$ cat src/rtl/booth_mult_seq.sv
// Iterative radix-2 Booth multiplier: one Booth step per clock behind a start/done handshake.
// Operands are extended by one bit so a single datapath serves both signed and unsigned modes.
module booth_mult_seq #(
  parameter int MCAND_W = 8,
  parameter int MPLR_W  = 8
) (
  input  logic                        clk,
  input  logic                        rst_n,
  input  logic                        start,
  input  logic                        signed_mode,
  input  logic [MCAND_W-1:0]          multiplicand,
  input  logic [MPLR_W-1:0]           multiplier,
  output logic                        busy,
  output logic                        done,
  output logic [MCAND_W+MPLR_W-1:0]   product
);

  localparam int CNT_W  = $clog2(MPLR_W + 2);
  localparam int PROD_W = MCAND_W + MPLR_W;

  localparam logic [1:0] IDLE = 2'd0;
  localparam logic [1:0] RUN  = 2'd1;
  localparam logic [1:0] DONE = 2'd2;

  // Handshake: start is accepted on a rising edge whenever busy is low (IDLE or DONE);
  // done is a one-cycle pulse and product holds its value until the next done.
  logic [1:0]         state;
  logic [MCAND_W:0]   br;
  logic [MCAND_W:0]   ac;
  logic [MCAND_W:0]   ac_add;
  logic [MPLR_W:0]    qr;
  logic               qnext;
  logic [CNT_W-1:0]   cnt;
  logic [PROD_W+1:0]  shifted;
  logic               accept;
  logic               last_step;

  always_comb begin
    ac_add = ac;
    case ({qr[0], qnext})
      2'b01:   ac_add = ac + br;
      2'b10:   ac_add = ac - br;
      default: ac_add = ac;
    endcase
  end

  // Arithmetic right shift of {AC, QR}; AC's sign bit replicates.
  assign shifted   = {ac_add[MCAND_W], ac_add, qr[MPLR_W:1]};
  assign accept    = start && (state != RUN);
  assign last_step = (cnt == CNT_W'(MPLR_W));
  assign busy      = (state == RUN);
  assign done      = (state == DONE);

  always_ff @(posedge clk) begin
    if (!rst_n) begin
      state   <= IDLE;
      br      <= '0;
      ac      <= '0;
      qr      <= '0;
      qnext   <= 1'b0;
      cnt     <= '0;
      product <= '0;
    end else begin
      case (state)
        RUN: begin
          {ac, qr} <= shifted;
          qnext    <= qr[0];
          cnt      <= cnt + CNT_W'(1);
          if (last_step) begin
            state   <= DONE;
            product <= shifted[PROD_W-1:0];
          end
        end
        default: begin
          if (accept) begin
            br    <= signed_mode ? {multiplicand[MCAND_W-1], multiplicand} : {1'b0, multiplicand};
            qr    <= signed_mode ? {multiplier[MPLR_W-1], multiplier} : {1'b0, multiplier};
            ac    <= '0;
            qnext <= 1'b0;
            cnt   <= '0;
            state <= RUN;
          end else begin
            state <= IDLE;
          end
        end
      endcase
    end
  end

endmodule
$ cat config.mk
export PLATFORM = sky130hd
export DESIGN_NAME = booth_mult_seq
export DESIGN_NICKNAME = d
export VERILOG_FILES = /design/src/rtl/booth_mult_seq.sv
export SDC_FILE = /design/constraint.sdc
export NUM_CORES = 1
export LEC_CHECK = 0
export ABC_AREA = 1
export ABC_CLOCK_PERIOD_IN_PS = 2600
export CORE_MARGIN = 2
export CORE_UTILIZATION = 54
export CTS_CLUSTER_DIAMETER = 30
export CTS_CLUSTER_SIZE = 14
export DETAILED_ROUTE_END_ITERATION = 7
export PLACE_DENSITY_LB_ADDON = 0.2
export SLEW_MARGIN = 20
export SYNTH_ARGS = -nofsm -noshare
export SYNTH_HDL_FRONTEND = slang
export SYNTH_SLANG_ARGS = --single-unit
$ cat constraint.sdc
create_clock -name clk -period 2.6 [get_ports clk]
set_input_delay 0.52 -clock clk [delete_from_list [all_inputs] [get_ports clk]]
set_output_delay 0.52 -clock clk [all_outputs]
set_load 0.005 [all_outputs]
==> metrics, run 1 <==
status=finished, final reports clean; Slew Viols, Final=0; post-layout util=66.12%; placeable core area=4723 µm²; initial antenna violation count=0; ratio of cells with drive above 1 in the final layout=between 6 and 7%; switching part of the total power=30.22%; CTS Root Cell=clkbuf_8; measured slew at the worst slew-check pin=538.5 ps; Primary FF master, synth=dfxtp_1; cell taking the most area after synthesis=dfxtp_1; post-layout min period=2348 ps; Tot Pwr=1.583 mW; Synth Register Bits=approximately 50; I/O Buffers=37; headroom to the max-slew limit=between 60% and 70%; n_diodes=0; CTS tree=done; die height=73.94 µm; Syn Area/Cell=7.119 µm²; Reg clk slew, reported paths=90 ps; clk sinks=49; row count=25; Synth cell types=39; dpl ws=270.7 ps; PwrDens=506.9 nW/µm²; CP endpoint kind=register; Final WS setup=252.2 ps; Fin Clk Skew=5.411 ps; Setup Fix Bufs, Post-CTS=0; Net count, final=437; drc violations=0; Final Hold Fails=0; hold_buf cts=0; EDFF count, synth=0; pin count of the biggest net entering global routing=38; clk_lat worst skew=300 ps; Initial Utilization=55.92%; CTS Buf Count=5; Area growth, synth to finish=18.24%; RSZ-0062 raised after global routing=false; fmax=0.4259 GHz; HP Class=reg2reg; first-pass GRT wire length=9404 µm; die area=5466 µm²; routed wire length per instance=12.13 µm; dpl hpwl=4259 µm; WP data arrival=2570 ps; ys async rst share=0%; maxcap violations=0; clock share of power=27.2%; first-iteration detailed-routing DRC count=94; Die Width=73.94 µm; length of the first detailed-routing pass in iterations=4; clk buf depth=2; Mapped Area=2641 µm²; crit path kind=reg2reg; vias per cell=around 5; number of global-route vias before repair=2119; worst vdd ir=0.4414 mV; Crit Path Max Fanout=5; dominant cells by area after synthesis=dfxtp_1 (37%), nand2_1 (14%), inv_1 (8.8%); post-cts gate resize count=0; Pleak=1.449 nW; GRT Overall Usage=22.29%; combinational power share=22.8%; vias=between 2k and 2.5k; power share of the sequential group=50.0%; setup tns final=0 ps; syn_nets=404; top-area cell type share of the netlist area=roughly 37%; total wire length=5711 µm; H-tree depth=2; yosys warns=0; ANT nets after route=0; startpoint types=register; critical path required time=2830 ps; sw power=478.4 µW; Int Power=1.105 mW; sequential cell area fraction in the yosys report=a little under two fifths; crit share post-route=90.30%; Routability Congestion=just under 0.9; cell count after synthesis=371; final setup vio count=0; io pins=38; grt total ovfl=0
[state kept, by name, indices dropped and copies added, names as in the netlist]
name and cells:
ac 8, br 9, cnt 4, product 16, qnext 1, qr 9, state 2
[worst paths after layout]
path,startpoint,endpoint,slack [ps],cells past startpoint
hold / removal,product[3]$_SDFFE_PN0P_,product[3]$_SDFFE_PN0P_,470,2
setup / recovery,br[0]$_SDFFE_PN0P_,ac[6]$_SDFFE_PN0P_,250,14
hold reg to reg,product[3]$_SDFFE_PN0P_,product[3]$_SDFFE_PN0P_,470,2
setup reg to reg,br[0]$_SDFFE_PN0P_,ac[6]$_SDFFE_PN0P_,250,14
[power groups by stage]
| stage | Combinational, mW | Clock [mW] | Sequential (mW) |
|---|---|---|---|
| 5_1_grt | 0.416 | 0.463 | 0.795 |
| 4_1_cts | 0.363 | 0.436 | 0.792 |
| 3_3_place_gp | 0.358 | 0 | 0.808 |
| 2_1_floorplan | 0.277 | 0 | 0.805 |
| 6_report | 0.361 | 0.430 | 0.792 |
| 3_5_place_dp | 0.360 | 0 | 0.810 |
[critical path, stage by stage, from the launching register on]
cell	delay, ps
dfxtp_1	320
inv_1	100
ha_1	170
nand2_1	90
o31ai_1	300
xor2_1	170
inv_1	50
ha_1	330
nand2_1	100
inv_1	40
a21oi_1	180
nand3_1	90
nand3_1	110
nand3_1	80
a21oi_1	140
[layout make-up]
| type | count | area (µm²) |
|---|---|---|
| Inverter | 67 | 259.0 |
| Clock inverter | 1 | 8.758 |
| Tap cell | 67 | 83.83 |
| Sequential cell | 49 | 980.9 |
| Timing Repair Buffer | 38 | 377.9 |
| Multi-Input combinational cell | 243 | 1340 |
| Clock buffer | 6 | 72.57 |
| Fill cell | 422 | 1600 |
[cell families after synthesis]
logic type | Yosys count | synth area share [%]
and+or+nand+nor | 163 | 27.81
DFF | 49 | 37.14
AOI/OAI and AO/OA | 60 | 14.16
xor gates and xnor gates | 7 | 2.321
buffers and inverters | 79 | 12.13
adders and majority gates | 13 | 6.442
[routing by layer]
metal  vias to the layer above  global-route usage [%]  part of all wire, %
li1                       1249                       -                    -
met1                      1060                   28.60                   47
met2                        47                   37.60                   48
met3                         9                   4.336                  3.6
met4                         0                   7.677                  1.6
met5                         -                       0                    0
[Yosys cell counts, drive strengths merged (2+ instances only)]
master	n
nor2	14
o21ai	25
xor2	6
clkbuf	2
o221ai	5
buf	10
ha	12
nand3	37
nand4	2
nand2	101
a21oi	21
or2	6
o211ai	3
dfxtp	49
inv	67
[metrics by stage]
stage                     instances  area [µm²]  hold slack, ps
after global placement          464        3042           449.1
after CTS                       471        3123           474.4
final                           471        3123           470.7
after detailed placement        464        3042           460.1
after floorplan                 371        2641           438.4
after global routing            471        3123           491.6
[layout by cell type (no fill, tap or decap), drive strengths merged, types with 12 or more instances in the layout]
cell type,instances
dfxtp,49
nand2,101
ha,12
clkdlybuf4s50,37
o21ai,25
nor2,14
nand3,37
a21oi,21
inv,67
Power figures use the tool's default switching activity.
==> run 2, diff against run 1 <==
--- a/config.mk
+++ b/config.mk
@@ -12,7 +12,7 @@
 export CTS_CLUSTER_DIAMETER = 30
 export CTS_CLUSTER_SIZE = 14
 export DETAILED_ROUTE_END_ITERATION = 7
-export PLACE_DENSITY_LB_ADDON = 0.2
+export PLACE_DENSITY = 0.86
 export SLEW_MARGIN = 20
 export SYNTH_ARGS = -nofsm -noshare
 export SYNTH_HDL_FRONTEND = slang
==> run 2 against run 1 <==
  * Worst setup slack better by 6.1 ps
  * Sequential power hardly changed
  * Count of clock-buffer cells in the layout did not move
  * First-iteration DRC count grew 60%
  * Clock power up 5.1%
  * Critical path type unchanged
  * Largest cell class unchanged
  * Largest power group unchanged
==> metrics, run 2 (same netlist as run 1, synthesis figures left out) <==
Reg clk slew, reported paths=90 ps (about the same); FF-to-FF End=ac[6]$_SDFFE_PN0P_; startpoint types=register; post-layout min period=2342 ps (-6.058 ps); worst vdd ir=0.3524 mV (-20%); die area=5466 µm² (unchanged); dpl ws=280.0 ps (+9.315 ps); CTS tree=done; ANT nets after route=0 (unchanged); placeable core area=4723 µm² (unchanged); critical path required time=2780 ps (-50 ps); Routability Congestion=0.9190 (+4.6%); crit path kind=reg2reg; max reg flops=16 (unchanged); status=finished, final reports clean; Slew Viols, Final=0 (unchanged); total wire length=5738 µm (+0.47%); headroom to the max-slew limit=64.23% (+0.17 points); ratio of cells with drive above 1 in the final layout=7.160% (+0.23 points); crit path from=br[0]$_SDFFE_PN0P_; Area growth, synth to finish=18.43%; fmax=0.4270 GHz (+0.26%); Die Width=73.94 µm (unchanged); most frequent cells in the layout=nand2_1 (99), inv_1 (62), dfxtp_1 (49); dpl hpwl=4342 µm (+1.9%); Net count, final=437 (unchanged); Final Hold Fails=0 (unchanged); final setup vio count=0 (unchanged); vias=2396 (+1.3%); WP data arrival=2520 ps (-50 ps); CP endpoint=ac[6]$_SDFFE_PN0P_; routed wire length per instance=12.16 µm (+0.26%); pin count of the biggest net entering global routing=27 (-29%); die height=73.94 µm (unchanged); Final Hold Slack=471.2 ps (+0.5290 ps); grt total ovfl=0 (unchanged); post-cts gate resize count=0 (unchanged); Crit Path Max Fanout=5 (unchanged); Setup Fix Bufs, Post-CTS=0 (unchanged); length of the first detailed-routing pass in iterations=4 (unchanged); vias per cell=5.076 (+1.1%); Top Registers=product (16), br (9), qr (9); r2r setup slk=260 ps (about the same); most common cell after layout, fill and taps aside=nand2_1; Initial Utilization=55.92% (unchanged); PwrDens=514.2 nW/µm² (+1.4%); drc violations=0 (unchanged); CTS Buf Count=5 (unchanged); clk_lat worst skew=310 ps (about the same); clk buf depth=2 (unchanged); clk sinks=49 (unchanged); first-pass GRT wire length=9908 µm (+5.4%); CP endpoint kind=register; n_diodes=0 (unchanged); crit share post-route=90.07% (-0.23 points); maxcap violations=0 (unchanged); Fin Clk Skew=6.808 ps (+1.397 ps); number of global-route vias before repair=2301 (+8.6%); Pleak=1.453 nW (+0.30%); register with the highest flop count=product; RSZ-0062 raised after global routing=false; first-iteration detailed-routing DRC count=150 (+60%); initial antenna violation count=0 (unchanged); R2R cell count=15 (+1); GRT Overall Usage=23.34% (+1.1 points); Final WS setup=258.3 ps (+6.058 ps); CTS Root Cell=clkbuf_8; H-tree depth=2 (unchanged); measured slew at the worst slew-check pin=536.0 ps (-2.528 ps); I/O Buffers=37 (unchanged); FF-to-FF Start=br[0]$_SDFFE_PN0P_; setup tns final=0 ps (unchanged); row count=25 (unchanged); HP Class=reg2reg; hold_buf cts=0 (unchanged); io pins=38 (unchanged)
==> run 2: final cells by class <==
cell class | instances | area (µm²)
Multi-Input combinational cell | 243 | 1340
Sequential cell | 49 | 980.9
Clock buffer | 6 | 72.57
Tap cell | 67 | 83.83
Timing Repair Buffer | 38 | 377.9
Fill cell | 402 | 1595
Inverter | 67 | 259.0
Clock inverter | 2 | 13.76
==> run 2: worst min path at each step <==
stage / from / to / slack (ps) / depth (start not counted)
after CTS: qnext$_SDFFE_PN0P_ / qnext$_SDFFE_PN0P_ / 480 / 2
after global routing: qnext$_SDFFE_PN0P_ / qnext$_SDFFE_PN0P_ / 500 / 2
after detailed placement: qnext$_SDFFE_PN0P_ / qnext$_SDFFE_PN0P_ / 460 / 2
final: qnext$_SDFFE_PN0P_ / qnext$_SDFFE_PN0P_ / 470 / 2
after global placement: qnext$_SDFFE_PN0P_ / qnext$_SDFFE_PN0P_ / 450 / 2
after floorplan: qr[4]$_SDFFE_PN0P_ / product[3]$_SDFFE_PN0P_ / 440 / 2
==> run 2: critical path: stages (launching register included) <==
cell	delay (ps)
dfxtp_1	330
inv_1	100
ha_1	170
nand2_1	90
o31ai_1	280
xor2_1	170
inv_1	50
ha_1	330
nand2_1	100
inv_1	50
a21oi_1	180
nand2_1	70
nand2_1	50
nand3_1	80
nand3_1	90
a21oi_1	50
==> run 2: per-layer routing <==
metal  global-route usage, %  part of all wire [%]  wire (µm)  vias up
met3                   4.743                   5.9        339       12
met5                       0                     0          0        -
met2                   38.49                    48       2780       72
met1                   29.21                    43       2495     1069
met4                   11.31                   2.1        123        0
li1                        -                     -          -     1243
==> run 2: power breakdown <==
group	total, mW	internal (mW)	switching, mW
combinational	0.364	0.143	0.222
sequential	0.792	0.776	0.0166
clock	0.452	0.192	0.260
==> run 2: stage by stage <==
stage	instances	utilization (%)	power, mW	area, µm²
6_report	472	66.23	1.608	3128
3_5_place_dp	464	64.40	1.169	3042
3_3_place_gp	464	64.40	1.157	3042
5_1_grt	472	66.23	1.703	3128
4_1_cts	472	66.23	1.621	3128
2_1_floorplan	371	-	1.082	2641
